`src/rtl/adi_cfg_seq_if.sv`:
```
// Bus bundle between the configuration sequencer, its init ROM,
// the system controller and the ADI SPI master.
// The master modport is the sequencer's view; the slave modport is the
// view of everything around it (controller, ROM and SPI master).
interface adi_cfg_seq_if #(
    parameter int unsigned IDX_W = 8
);
    logic             start;
    logic             busy;
    logic             done;
    logic             error;
    logic [IDX_W-1:0] err_index;

    logic [IDX_W-1:0] lut_index;
    logic [19:0]      lut_data;

    logic             wr_req;
    logic [9:0]       wr_addr;
    logic [7:0]       wr_data;
    logic             wr_end;

    logic             rd_req;
    logic [9:0]       rd_addr;
    logic [7:0]       rd_data;
    logic             rd_end;

    modport master (
        input  start, lut_data, wr_end, rd_data, rd_end,
        output busy, done, error, err_index, lut_index,
               wr_req, wr_addr, wr_data, rd_req, rd_addr
    );

    modport slave (
        output start, lut_data, wr_end, rd_data, rd_end,
        input  busy, done, error, err_index, lut_index,
               wr_req, wr_addr, wr_data, rd_req, rd_addr
    );
endinterface

```
`src/rtl/adi_cfg_seq.sv`:
```
// Table-driven register configuration sequencer.
// Walks a synchronous init ROM one entry at a time and turns each entry
// into SPI write / read transactions: plain write, write with readback
// verify, or a read-poll until masked bits are set. A table entry with
// op 11 (or running off the last table slot) finishes the sequence.
// Every request is separated from the previous completion by a fixed
// idle gap so the SPI chip select stays high long enough.
module adi_cfg_seq #(
    parameter int unsigned IDX_W    = 8,
    parameter int unsigned GAP_CYC  = 64,
    parameter int unsigned POLL_MAX = 1000
) (
    input logic            clk,
    input logic            rst,
    adi_cfg_seq_if.master  bus
);

    typedef enum logic [3:0] {
        S_IDLE,
        S_FETCH,
        S_DECODE,
        S_WR,
        S_WR_WAIT,
        S_RD,
        S_RD_WAIT,
        S_CHECK,
        S_GAP,
        S_FIN
    } state_t;

    localparam logic [1:0]       OP_WRITE_VERIFY = 2'b01;
    localparam logic [1:0]       OP_POLL         = 2'b10;
    localparam logic [1:0]       OP_END          = 2'b11;
    localparam logic [15:0]      GAP_LAST        = 16'(GAP_CYC - 1);
    localparam logic [15:0]      POLL_LIMIT      = 16'(POLL_MAX);
    localparam logic [IDX_W-1:0] IDX_LAST        = '1;

    state_t      r_state;
    logic [1:0]  r_op;
    logic [9:0]  r_addr;
    logic [7:0]  r_data;
    logic [7:0]  r_rdCap;
    logic        r_verify;
    logic        r_retry;
    logic [15:0] r_gapCnt;
    logic [15:0] r_pollCnt;

    logic [15:0] w_pollNext;
    logic        w_pollHit;
    logic        w_verifyOk;
    logic        w_atLast;

    assign w_pollNext = r_pollCnt + 16'd1;
    assign w_pollHit  = ((r_rdCap & r_data) == r_data);
    assign w_verifyOk = (r_rdCap == r_data);
    assign w_atLast   = (bus.lut_index == IDX_LAST);

    // Sequencer FSM; all bus outputs are registered here, request and done are one-cycle pulses
    always_ff @(posedge clk or posedge rst) begin
        if (rst) begin
            r_state       <= S_IDLE;
            r_op          <= 2'b00;
            r_addr        <= 10'd0;
            r_data        <= 8'd0;
            r_rdCap       <= 8'd0;
            r_verify      <= 1'b0;
            r_retry       <= 1'b0;
            r_gapCnt      <= 16'd0;
            r_pollCnt     <= 16'd0;
            bus.busy      <= 1'b0;
            bus.done      <= 1'b0;
            bus.error     <= 1'b0;
            bus.err_index <= '0;
            bus.lut_index <= '0;
            bus.wr_req    <= 1'b0;
            bus.wr_addr   <= 10'd0;
            bus.wr_data   <= 8'd0;
            bus.rd_req    <= 1'b0;
            bus.rd_addr   <= 10'd0;
        end else begin
            bus.done   <= 1'b0;
            bus.wr_req <= 1'b0;
            bus.rd_req <= 1'b0;

            case (r_state)
                S_IDLE: begin
                    if (bus.start) begin
                        bus.lut_index <= '0;
                        bus.error     <= 1'b0;
                        bus.busy      <= 1'b1;
                        r_pollCnt     <= 16'd0;
                        r_verify      <= 1'b0;
                        r_retry       <= 1'b0;
                        r_state       <= S_FETCH;
                    end
                end

                S_FETCH: begin
                    r_state <= S_DECODE;
                end

                S_DECODE: begin
                    r_op   <= bus.lut_data[19:18];
                    r_addr <= bus.lut_data[17:8];
                    r_data <= bus.lut_data[7:0];
                    case (bus.lut_data[19:18])
                        OP_END: begin
                            r_state <= S_FIN;
                        end
                        OP_POLL: begin
                            bus.rd_req  <= 1'b1;
                            bus.rd_addr <= bus.lut_data[17:8];
                            r_state     <= S_RD;
                        end
                        default: begin
                            bus.wr_req  <= 1'b1;
                            bus.wr_addr <= bus.lut_data[17:8];
                            bus.wr_data <= bus.lut_data[7:0];
                            r_state     <= S_WR;
                        end
                    endcase
                end

                S_WR: begin
                    r_state <= S_WR_WAIT;
                end

                S_WR_WAIT: begin
                    if (bus.wr_end) begin
                        r_gapCnt <= 16'd0;
                        if (r_op == OP_WRITE_VERIFY) begin
                            r_verify <= 1'b1;
                            r_state  <= S_GAP;
                        end else if (w_atLast) begin
                            r_state <= S_FIN;
                        end else begin
                            bus.lut_index <= bus.lut_index + 1'b1;
                            r_state       <= S_GAP;
                        end
                    end
                end

                S_RD: begin
                    r_state <= S_RD_WAIT;
                end

                S_RD_WAIT: begin
                    if (bus.rd_end) begin
                        r_rdCap <= bus.rd_data;
                        r_state <= S_CHECK;
                    end
                end

                S_CHECK: begin
                    r_gapCnt <= 16'd0;
                    if ((r_op == OP_POLL) ? w_pollHit : w_verifyOk) begin
                        r_pollCnt <= 16'd0;
                        r_verify  <= 1'b0;
                        if (w_atLast) begin
                            r_state <= S_FIN;
                        end else begin
                            bus.lut_index <= bus.lut_index + 1'b1;
                            r_state       <= S_GAP;
                        end
                    end else if ((r_op == OP_POLL) && (w_pollNext != POLL_LIMIT)) begin
                        r_pollCnt <= w_pollNext;
                        r_retry   <= 1'b1;
                        r_state   <= S_GAP;
                    end else begin
                        bus.error     <= 1'b1;
                        bus.err_index <= bus.lut_index;
                        bus.busy      <= 1'b0;
                        r_verify      <= 1'b0;
                        r_state       <= S_IDLE;
                    end
                end

                S_GAP: begin
                    if (r_gapCnt == GAP_LAST) begin
                        if (r_verify || r_retry) begin
                            r_retry     <= 1'b0;
                            bus.rd_req  <= 1'b1;
                            bus.rd_addr <= r_addr;
                            r_state     <= S_RD;
                        end else begin
                            r_state <= S_FETCH;
                        end
                    end else begin
                        r_gapCnt <= r_gapCnt + 16'd1;
                    end
                end

                S_FIN: begin
                    bus.done <= 1'b1;
                    bus.busy <= 1'b0;
                    r_state  <= S_IDLE;
                end

                default: begin
                    r_state <= S_IDLE;
                end
            endcase
        end
    end

endmodule

```
`src/flat_wrapper.sv`:
```
// flat-port wrapper written by rule: the top's interface ports become plain ports
module adi_cfg_seq_flat 
#(
    parameter int unsigned IDX_W    = 8,
    parameter int unsigned GAP_CYC  = 64,
    parameter int unsigned POLL_MAX = 1000
)
  (clk, rst, bus_start, bus_lut_data, bus_wr_end, bus_rd_data, bus_rd_end, bus_busy, bus_done, bus_error, bus_err_index, bus_lut_index, bus_wr_req, bus_wr_addr, bus_wr_data, bus_rd_req, bus_rd_addr);
  adi_cfg_seq_if #(.IDX_W(IDX_W)) bus_i ();
  input logic clk;
  input logic rst;
  input wire logic [$bits(bus_i.start)-1:0] bus_start;
  input wire logic [$bits(bus_i.lut_data)-1:0] bus_lut_data;
  input wire logic [$bits(bus_i.wr_end)-1:0] bus_wr_end;
  input wire logic [$bits(bus_i.rd_data)-1:0] bus_rd_data;
  input wire logic [$bits(bus_i.rd_end)-1:0] bus_rd_end;
  output wire logic [$bits(bus_i.busy)-1:0] bus_busy;
  output wire logic [$bits(bus_i.done)-1:0] bus_done;
  output wire logic [$bits(bus_i.error)-1:0] bus_error;
  output wire logic [$bits(bus_i.err_index)-1:0] bus_err_index;
  output wire logic [$bits(bus_i.lut_index)-1:0] bus_lut_index;
  output wire logic [$bits(bus_i.wr_req)-1:0] bus_wr_req;
  output wire logic [$bits(bus_i.wr_addr)-1:0] bus_wr_addr;
  output wire logic [$bits(bus_i.wr_data)-1:0] bus_wr_data;
  output wire logic [$bits(bus_i.rd_req)-1:0] bus_rd_req;
  output wire logic [$bits(bus_i.rd_addr)-1:0] bus_rd_addr;
  assign bus_i.start = bus_start;
  assign bus_i.lut_data = bus_lut_data;
  assign bus_i.wr_end = bus_wr_end;
  assign bus_i.rd_data = bus_rd_data;
  assign bus_i.rd_end = bus_rd_end;
  assign bus_busy = bus_i.busy;
  assign bus_done = bus_i.done;
  assign bus_error = bus_i.error;
  assign bus_err_index = bus_i.err_index;
  assign bus_lut_index = bus_i.lut_index;
  assign bus_wr_req = bus_i.wr_req;
  assign bus_wr_addr = bus_i.wr_addr;
  assign bus_wr_data = bus_i.wr_data;
  assign bus_rd_req = bus_i.rd_req;
  assign bus_rd_addr = bus_i.rd_addr;
  adi_cfg_seq #(.IDX_W(IDX_W), .GAP_CYC(GAP_CYC), .POLL_MAX(POLL_MAX)) u_core (.clk(clk), .rst(rst), .bus(bus_i));
endmodule
```
`config.mk`:
```
export PLATFORM = sky130hd
export DESIGN_NAME = adi_cfg_seq_flat
export DESIGN_NICKNAME = d
export VERILOG_FILES = /design/src/rtl/adi_cfg_seq_if.sv /design/src/rtl/adi_cfg_seq.sv /design/src/flat_wrapper.sv
export SDC_FILE = /design/constraint.sdc
export NUM_CORES = 1
export LEC_CHECK = 0
export ABC_CLOCK_PERIOD_IN_PS = 3830
export BUFFER_PORTS_ARGS = -buffer_cell sky130_fd_sc_hd__buf_2
export CAP_MARGIN = 15
export CORE_ASPECT_RATIO = 0.7
export CORE_MARGIN = 5
export CORE_UTILIZATION = 57
export CTS_CLUSTER_DIAMETER = 150
export DETAILED_ROUTE_END_ITERATION = 10
export PLACE_DENSITY = 0.81
export SETUP_SLACK_MARGIN = 0.3
export SLEW_MARGIN = 20
export SYNTH_ARGS = -nofsm -noshare
export SYNTH_HDL_FRONTEND = slang
export SYNTH_SLANG_ARGS = --single-unit
```
`constraint.sdc`:
```
create_clock -name clk -period 3.83 [get_ports clk]
set_input_delay 0.1915 -clock clk [delete_from_list [all_inputs] [get_ports clk]]
set_output_delay 0.1915 -clock clk [all_outputs]
set_load 0.01 [all_outputs]
```
==> results of run 1 <==
kinds of logic after synthesis:
| group | share of synthesized area, % |
|---|---|
| buffers and inverters | 2.98 |
| AOI/OAI and AO/OA | 13.6 |
| and+or+nand+nor | 18.2 |
| adders and majority gates | 0.653 |
| DFF | 50.0 |
| muxes | 12.5 |
| xor gates and xnor gates | 1.98 |
Yosys cell counts (2+ instances only):
cell type,number,area [um^2]
dfrtp_1,115,2880
o211ai_1,8,60.1
and2_1,3,18.8
a21oi_1,14,70.1
o31ai_1,8,60.1
a31o_2,2,17.5
a31oi_1,7,43.8
nor2_1,28,105
buf_1,2,7.51
nand3_1,21,105
mux2_1,7,78.8
and3_1,8,50.1
buf_2,2,10.0
a2111oi_4,2,55.1
or4_1,6,45.0
xnor2_1,9,78.8
a2111oi_0,2,17.5
nor4_2,2,25.0
nor3_1,14,70.1
o311ai_0,2,17.5
inv_1,17,63.8
nor3b_1,2,15.0
mux2i_1,10,100
nor2b_1,13,81.3
mux2_2,48,541
ha_1,3,37.5
nand2b_1,6,37.5
or3_1,4,25.0
a211o_1,6,52.6
nand4_1,17,106
a21o_1,2,15.0
o41ai_1,2,17.5
o21ai_0,35,175
nand2_1,51,191
o22ai_1,8,50.1
xor2_1,4,35.0
clkbuf_1,22,82.6
nor4_1,12,75.1
and4_1,2,17.5
state kept, by name (all words and copies together), names as in the netlist, 2 cells and up:
register and count:
u_core.bus.lut_index 8, u_core.r_pollCnt 16, u_core.bus.wr_data 8, u_core.r_rdCap 8
u_core.r_data 8, u_core.bus.rd_addr 10, u_core.bus.err_index 8, u_core.r_state 4
u_core.r_op 2, u_core.bus.wr_addr 10, u_core.r_gapCnt 16, u_core.r_addr 10
power by group through the flow:
stage          combinational [mW]  sequential [mW]  clock, mW
3_5_place_dp                 1.48             1.99          0
4_1_cts                      1.50             1.98       1.55
2_1_floorplan                1.01             1.94          0
5_1_grt                      1.65             2.05       1.61
6_report                     1.49             1.99       1.54
3_3_place_gp                 1.43             1.96          0
per-layer routing:
layer | wire [um] | track usage [%]
met1 | 6240 | 34.5
met2 | 6400 | 36.8
met3 | 946 | 5.17
met4 | 305 | 8.65
met5 | 0 | 0
critical path: stages, from the launching register on:
cell and delay [ps]:
dfrtp_1 690, and2_0 400, nand2_1 210, a21oi_2 700, nand3_2 350, o311ai_0 380
layout make-up:
type / count / area share (%)
clock buffer: 18 / 6.37
clock inverter: 13 / 1.98
inverter: 17 / 0.962
multi-input combinational: 391 / 39.5
sequential: 115 / 41.8
tap: 128 / 2.32
timing repair buffer: 91 / 7.06
worst max-delay path by stage:
stage	to	cells after the start
6_report	u_core.r_pollCnt[3]	5
5_1_grt	u_core.r_pollCnt[3]	5
4_1_cts	u_core.r_pollCnt[3]	5
3_5_place_dp	u_core.r_pollCnt[3]	5
3_3_place_gp	u_core.bus.err_index[1]	7
2_1_floorplan	u_core.bus.busy	1
timing repair:
action                                 CTS  global route
setup endpoints to repair                0             0
buffers inserted                         0             0
hold buffers                             1             0
endpoints found under the hold margin   62             0
through the flow:
step | utilization [%] | power (mW) | hold slack (ps) | instances
after floorplan | - | 2.96 | 342 | 550
after global placement | 64.5 | 3.39 | 368 | 740
after detailed placement | 64.6 | 3.47 | 380 | 741
after CTS | 70.6 | 5.03 | 5.76 | 773
after global routing | 70.6 | 5.31 | 11.8 | 773
final | 70.6 | 5.02 | 15.3 | 773
==> summary.md, run 1 <==
| Metric | Value |
|---|---|
| Vias in the first global route | `4747` |
| Worst Path Max Fanout | `20` |
| Final #Nets | `around 670` |
| Pint | `3.28 mW` |
| Clock Power Share | `30.6%` |
| Worst Setup Slack, final | `974 ps` |
| Reg-to-reg startpoint | `u_core.r_state[1]` |
| Synth Flop Type | `dfrtp_1` |
| Mapped cell area | `5750 um^2` |
| Diodes inserted | `0` |
| PwrDens | `approximately 730 nW/um^2` |
| First-pass GRT wire length | `about 23000 um` |
| HPWL Detailed | `just under 10000 um` |
| Final min period | `2860 ps` |
| Final wirelength | `between 10000 and 15000 um` |
| Layout area overhead | `19.8%` |
| Starting Density | `58.9%` |
| Worst Hold End | `u_core.r_rdCap[6]` |
| Warnings from Yosys | `0` |
| Peak supply drop | `403 uV` |
| Hold Crit Class | `input port to register` |
| Area post-placement | `6300 um^2` |
| Final Wtd Congestion | `approximately 0.94` |
| Post-synth EDFFs | `0` |
| GRT overflow | `0` |
| Cell count after synthesis | `550` |
| CTS tree | `done` |
| Final Hold Viols | `0` |
| Crit start category | `register` |
| Post-route cell area | `6890 um^2` |
| Commonest cells after routing, fill and taps aside | `115 x dfrtp_1, 81 x buf_2, 51 x nand2_1` |
| Num CTS Buffers | `17` |
| Async S/R FF share, synth | `100%` |
| Avg Cell Area, Syn | `around 10 um^2` |
| Final setup vio count | `0` |
| CP Capture Type | `register` |
| Critical path class | `register to register` |
| Initial DRC count | `605` |
| CP startpoint | `u_core.r_state[1]` |
| Vias/cell | `6.16` |
| Part of the power in combinational logic | `between 20% and 30%` |
| Clk_skew | `7.94 ps` |
| Site Rows | `30` |
| Most common cell after layout, fill and taps aside | `dfrtp_1` |
| DR vias | `4765` |
| Psw | `1.74 mW` |
| Hold path cells | `2` |
| CTS Sinks | `115` |
| Fill cells | `722` |
| Largest net degree at the start of global routing | `65` |
| Unrepaired setup endpoints after global routing | `false` |
| Register share of total power | `39.7%` |
| Resized cells post-CTS | `0` |
| Register area | `2880 um^2` |
| Post-DRT Antenna Nets | `0` |
| Max_cap viols | `0` |
| Clk pin slew, worst setup/hold paths | `roughly 50 ps` |
| Rel. slew slack | `34.8%` |
| Critical path arrival | `3140 ps` |
| DRT Pass-1 Iters | `5` |
| Die area | `12200 um^2` |
| Worst reg-to-reg path cell count | `5` |
| Share of layout cells above drive strength 1 | `29.0%` |
| Net Sw Frac | `34.6%` |
| Status | `finished clean` |
| Critical path required time | `4120 ps` |
| Final period utilization | `between 70 and 80%` |
| Hold Path Origin | `bus_rd_data[6]` |
| Antenna violations before repair | `0` |
| Clk_lat worst skew | `410 ps` |
| CTS Root Cell | `clkbuf_16` |
| Crit Reg-Reg Endpoint | `u_core.r_pollCnt[3]` |
| Port buffer count | `just over 80` |
| R2R Setup Slk | `970 ps` |
| Count of different cell masters after synthesis | `63` |
| Pre-CTS WS | `1080 ps` |
| Least-Margin Pin Slew | `approximately 950 ps` |
| Die Span Y | `94.0 um` |
| Die Width | `130 um` |
| F_max | `0.350 GHz` |
| Number of synthesized register bits | `about 120` |
| Max-slew violations | `0` |
| GRT Total Usage | `24.2%` |
| Net count after synthesis | `586` |
| Sequential area share after synthesis | `50.0%` |
| CTS max path bufs | `2` |
| Core Footprint | `a little under 10000 um^2` |
| Io pins | `between 80 and 90` |
| DRC violations left | `0` |
| Setup TNS | `0 ps` |
| Lkg Pwr | `3.06 nW` |
| Multi-input gate area | `2720 um^2` |
| Avg WL per Cell | `between 15 and 20 um` |
| CTS HTree Levels | `4` |
Power figures use the tool's default switching activity.
==> inputs of run 2 (changes only) <==
--- a/config.mk
+++ b/config.mk
@@ -5,7 +5,7 @@
 export SDC_FILE = /design/constraint.sdc
 export NUM_CORES = 1
 export LEC_CHECK = 0
-export ABC_CLOCK_PERIOD_IN_PS = 3830
+export ABC_CLOCK_PERIOD_IN_PS = 3000
 export BUFFER_PORTS_ARGS = -buffer_cell sky130_fd_sc_hd__buf_2
 export CAP_MARGIN = 15
 export CORE_ASPECT_RATIO = 0.7
==> constraint.sdc (replaced) <==
create_clock -name clk -period 3 [get_ports clk]
set_input_delay 0.15 -clock clk [delete_from_list [all_inputs] [get_ports clk]]
set_output_delay 0.15 -clock clk [all_outputs]
set_load 0.01 [all_outputs]
==> run 2 against run 1 <==
Net effect:
- combinational power increased by 34%
- cell count grew 3.9%
- register-to-register slack got worse by 580 ps
- maximum frequency increased by 9.6%
==> summary.md, run 2 (synthesis gave the netlist of run 1 again) <==
| Metric | Value |
|---|---|
| GRT overflow | `0 (unchanged)` |
| Clk pin slew, worst setup/hold paths | `60 ps (about the same)` |
| Die area | `12200 um^2 (unchanged)` |
| Worst Path Max Fanout | `8 (-60%)` |
| Layout area overhead | `25.4%` |
| Post-route cell area | `7210 um^2 (+4.7%)` |
| Max_cap viols | `0 (unchanged)` |
| Regs by FF count | `u_core.r_gapCnt (16), u_core.r_pollCnt (16)` |
| Status | `finished clean` |
| Crit path buf inv count | `0 (unchanged)` |
| Area post-placement | `6370 um^2 (+1.1%)` |
| Peak supply drop | `538 uV (+33%)` |
| Port buffer count | `81 (unchanged)` |
| Met3 WL | `1140 um (+21%)` |
| F_max | `0.384 GHz (+9.6%)` |
| Antenna violations before repair | `0 (unchanged)` |
| Final setup vio count | `0 (unchanged)` |
| Crit-path max cell delay | `580 ps (-120 ps)` |
| DRT Pass-1 Iters | `5 (unchanged)` |
| Largest delay share family, worst path | `compound AO/OA/AOI/OAI gates` |
| WL met1 | `6280 um (+0.54%)` |
| Core Footprint | `9760 um^2 (unchanged)` |
| HPWL Detailed | `9700 um (+0.65%)` |
| CTS max path bufs | `2 (unchanged)` |
| Clk_skew | `11.6 ps (+3.70 ps)` |
| Die Width | `130 um (unchanged)` |
| GRT Total Usage | `25.1% (+0.86 points)` |
| PwrDens | `903 nW/um^2 (+24%)` |
| CTS HTree Levels | `4 (unchanged)` |
| Final period utilization | `86.8% (+12 points)` |
| Most common cell after layout, fill and taps aside | `dfrtp_1` |
| Crit start category | `register` |
| Final min period | `2610 ps (-250 ps)` |
| Num CTS Buffers | `17 (unchanged)` |
| Commonest cells after routing, fill and taps aside | `111 x dfrtp_1, 81 x buf_2, 51 x nand2_1` |
| Final wirelength | `14700 um (+5.9%)` |
| Critical path arrival | `2890 ps (-250 ps)` |
| Hold Crit Class | `input port to register` |
| Vias in the first global route | `4828 (+1.7%)` |
| Max layer used | `met4` |
| Final #Nets | `698 (+4.3%)` |
| Met2 wire len | `7030 um (+9.8%)` |
| Critical path required time | `3280 ps (-840 ps)` |
| CP max-delay cell | `a2111o_2` |
| Unrepaired setup endpoints after global routing | `false` |
| Diodes inserted | `0 (unchanged)` |
| Site Rows | `30 (unchanged)` |
| Critical path class | `register to register` |
| Post-DRT Antenna Nets | `0 (unchanged)` |
| CP Capture Type | `register` |
| DRC violations left | `0 (unchanged)` |
| Starting Density | `58.9% (unchanged)` |
| Least-Margin Pin Slew | `1000 ps (+47.5 ps)` |
| Rel. slew slack | `31.6% (-3.2 points)` |
| DR vias | `4983 (+4.6%)` |
| CTS Sinks | `115 (unchanged)` |
| Share of layout cells above drive strength 1 | `30.4% (+1.4 points)` |
| Setup TNS | `0 ps (unchanged)` |
| First-pass GRT wire length | `24100 um (+2.6%)` |
| Clk_lat worst skew | `420 ps (about the same)` |
| Worst-path cell chain | `ha_4 > nand2_1 > nor4_1 > or4_4 > a2111o_2 > a21oi_4 > mux2_1` |
| Max-slew violations | `0 (unchanged)` |
| CTS tree | `done` |
| Largest net degree at the start of global routing | `53 (-18%)` |
| CTS Root Cell | `clkbuf_16` |
| Avg WL per Cell | `18.3 um (+1.9%)` |
| Vias/cell | `6.21 (+0.67%)` |
| Die Span Y | `94.0 um (unchanged)` |
| Final Hold Viols | `0 (unchanged)` |
| Final Wtd Congestion | `0.927 (-1.7%)` |
| Io pins | `82 (unchanged)` |
| Final core occ | `73.9% (+3.3 points)` |
| Lkg Pwr | `3.20 nW (+4.6%)` |
| Initial DRC count | `482 (-20%)` |
## run 2: cell count changes in the layout (fill, tap and decap cells not counted), moves of 2 or more
cell / delta
buf_4: +10
clkinv_2: -4
dfrtp_1: -4
dfrtp_2: +4
dlygate4sd3_1: +19
inv_6: +4
inv_8: +2
## run 2: repair_timing
action,in CTS,in global routing
setup endpoints to repair,4,16
setup buffers,0,2
gates resized for setup,1,9
cloned,0,0
hold buffers,20,0
endpoints found under the hold margin,57,0
pin swaps,0,3
## run 2: final cells by class
| type | count | area (um^2) |
|---|---|---|
| fillers | 657 | 2550 |
| clock buffers | 18 | 439 |
| repair buffers | 120 | 761 |
| well taps | 128 | 160 |
| clock inverters | 14 | 145 |
| flip-flops and latches | 115 | 2880 |
| multi-input cells | 391 | 2760 |
| inverters | 17 | 67.6 |
## run 2: final timing paths
check                                        start                      end  slack (ps)  depth (start not counted)
setup reg to reg               u_core.r_pollCnt[0]  u_core.bus.err_index[0]         390                          7
setup / recovery               u_core.r_pollCnt[0]  u_core.bus.err_index[0]         390                          7
hold reg to reg            u_core.bus.err_index[3]  u_core.bus.err_index[3]         480                          1
max in group asynchronous                      rst  u_core.bus.err_index[2]        1730                          4
min in group asynchronous                      rst    u_core.bus.rd_addr[9]         430                          3
hold / removal                    bus_lut_data[14]         u_core.r_addr[6]          10                          2
## run 2: metal layers
| metal | track usage (%) | up-vias |
|---|---|---|
| met4 | 10.6 | 0 |
| met1 | 33.2 | 2432 |
| met3 | 5.63 | 28 |
| li1 | - | 2265 |
| met5 | 0 | - |
| met2 | 39.9 | 258 |
## run 2: where the power goes
| group | total [mW] | switching [mW] | internal (mW) |
|---|---|---|---|
| combinational | 2.00 | 1.07 | 0.928 |
| sequential | 2.53 | 0.453 | 2.08 |
| clock | 1.98 | 0.797 | 1.19 |
## run 2: per-stage QoR
step	hold WS, ps	std cells	total power [mW]	setup WS (ps)
floorplan	301	550	3.78	408
global placement	317	749	4.36	307
detailed placement	323	749	4.46	243
CTS	1.38	801	6.50	302
global route	1.59	803	6.87	299
finish	13.0	803	6.52	395
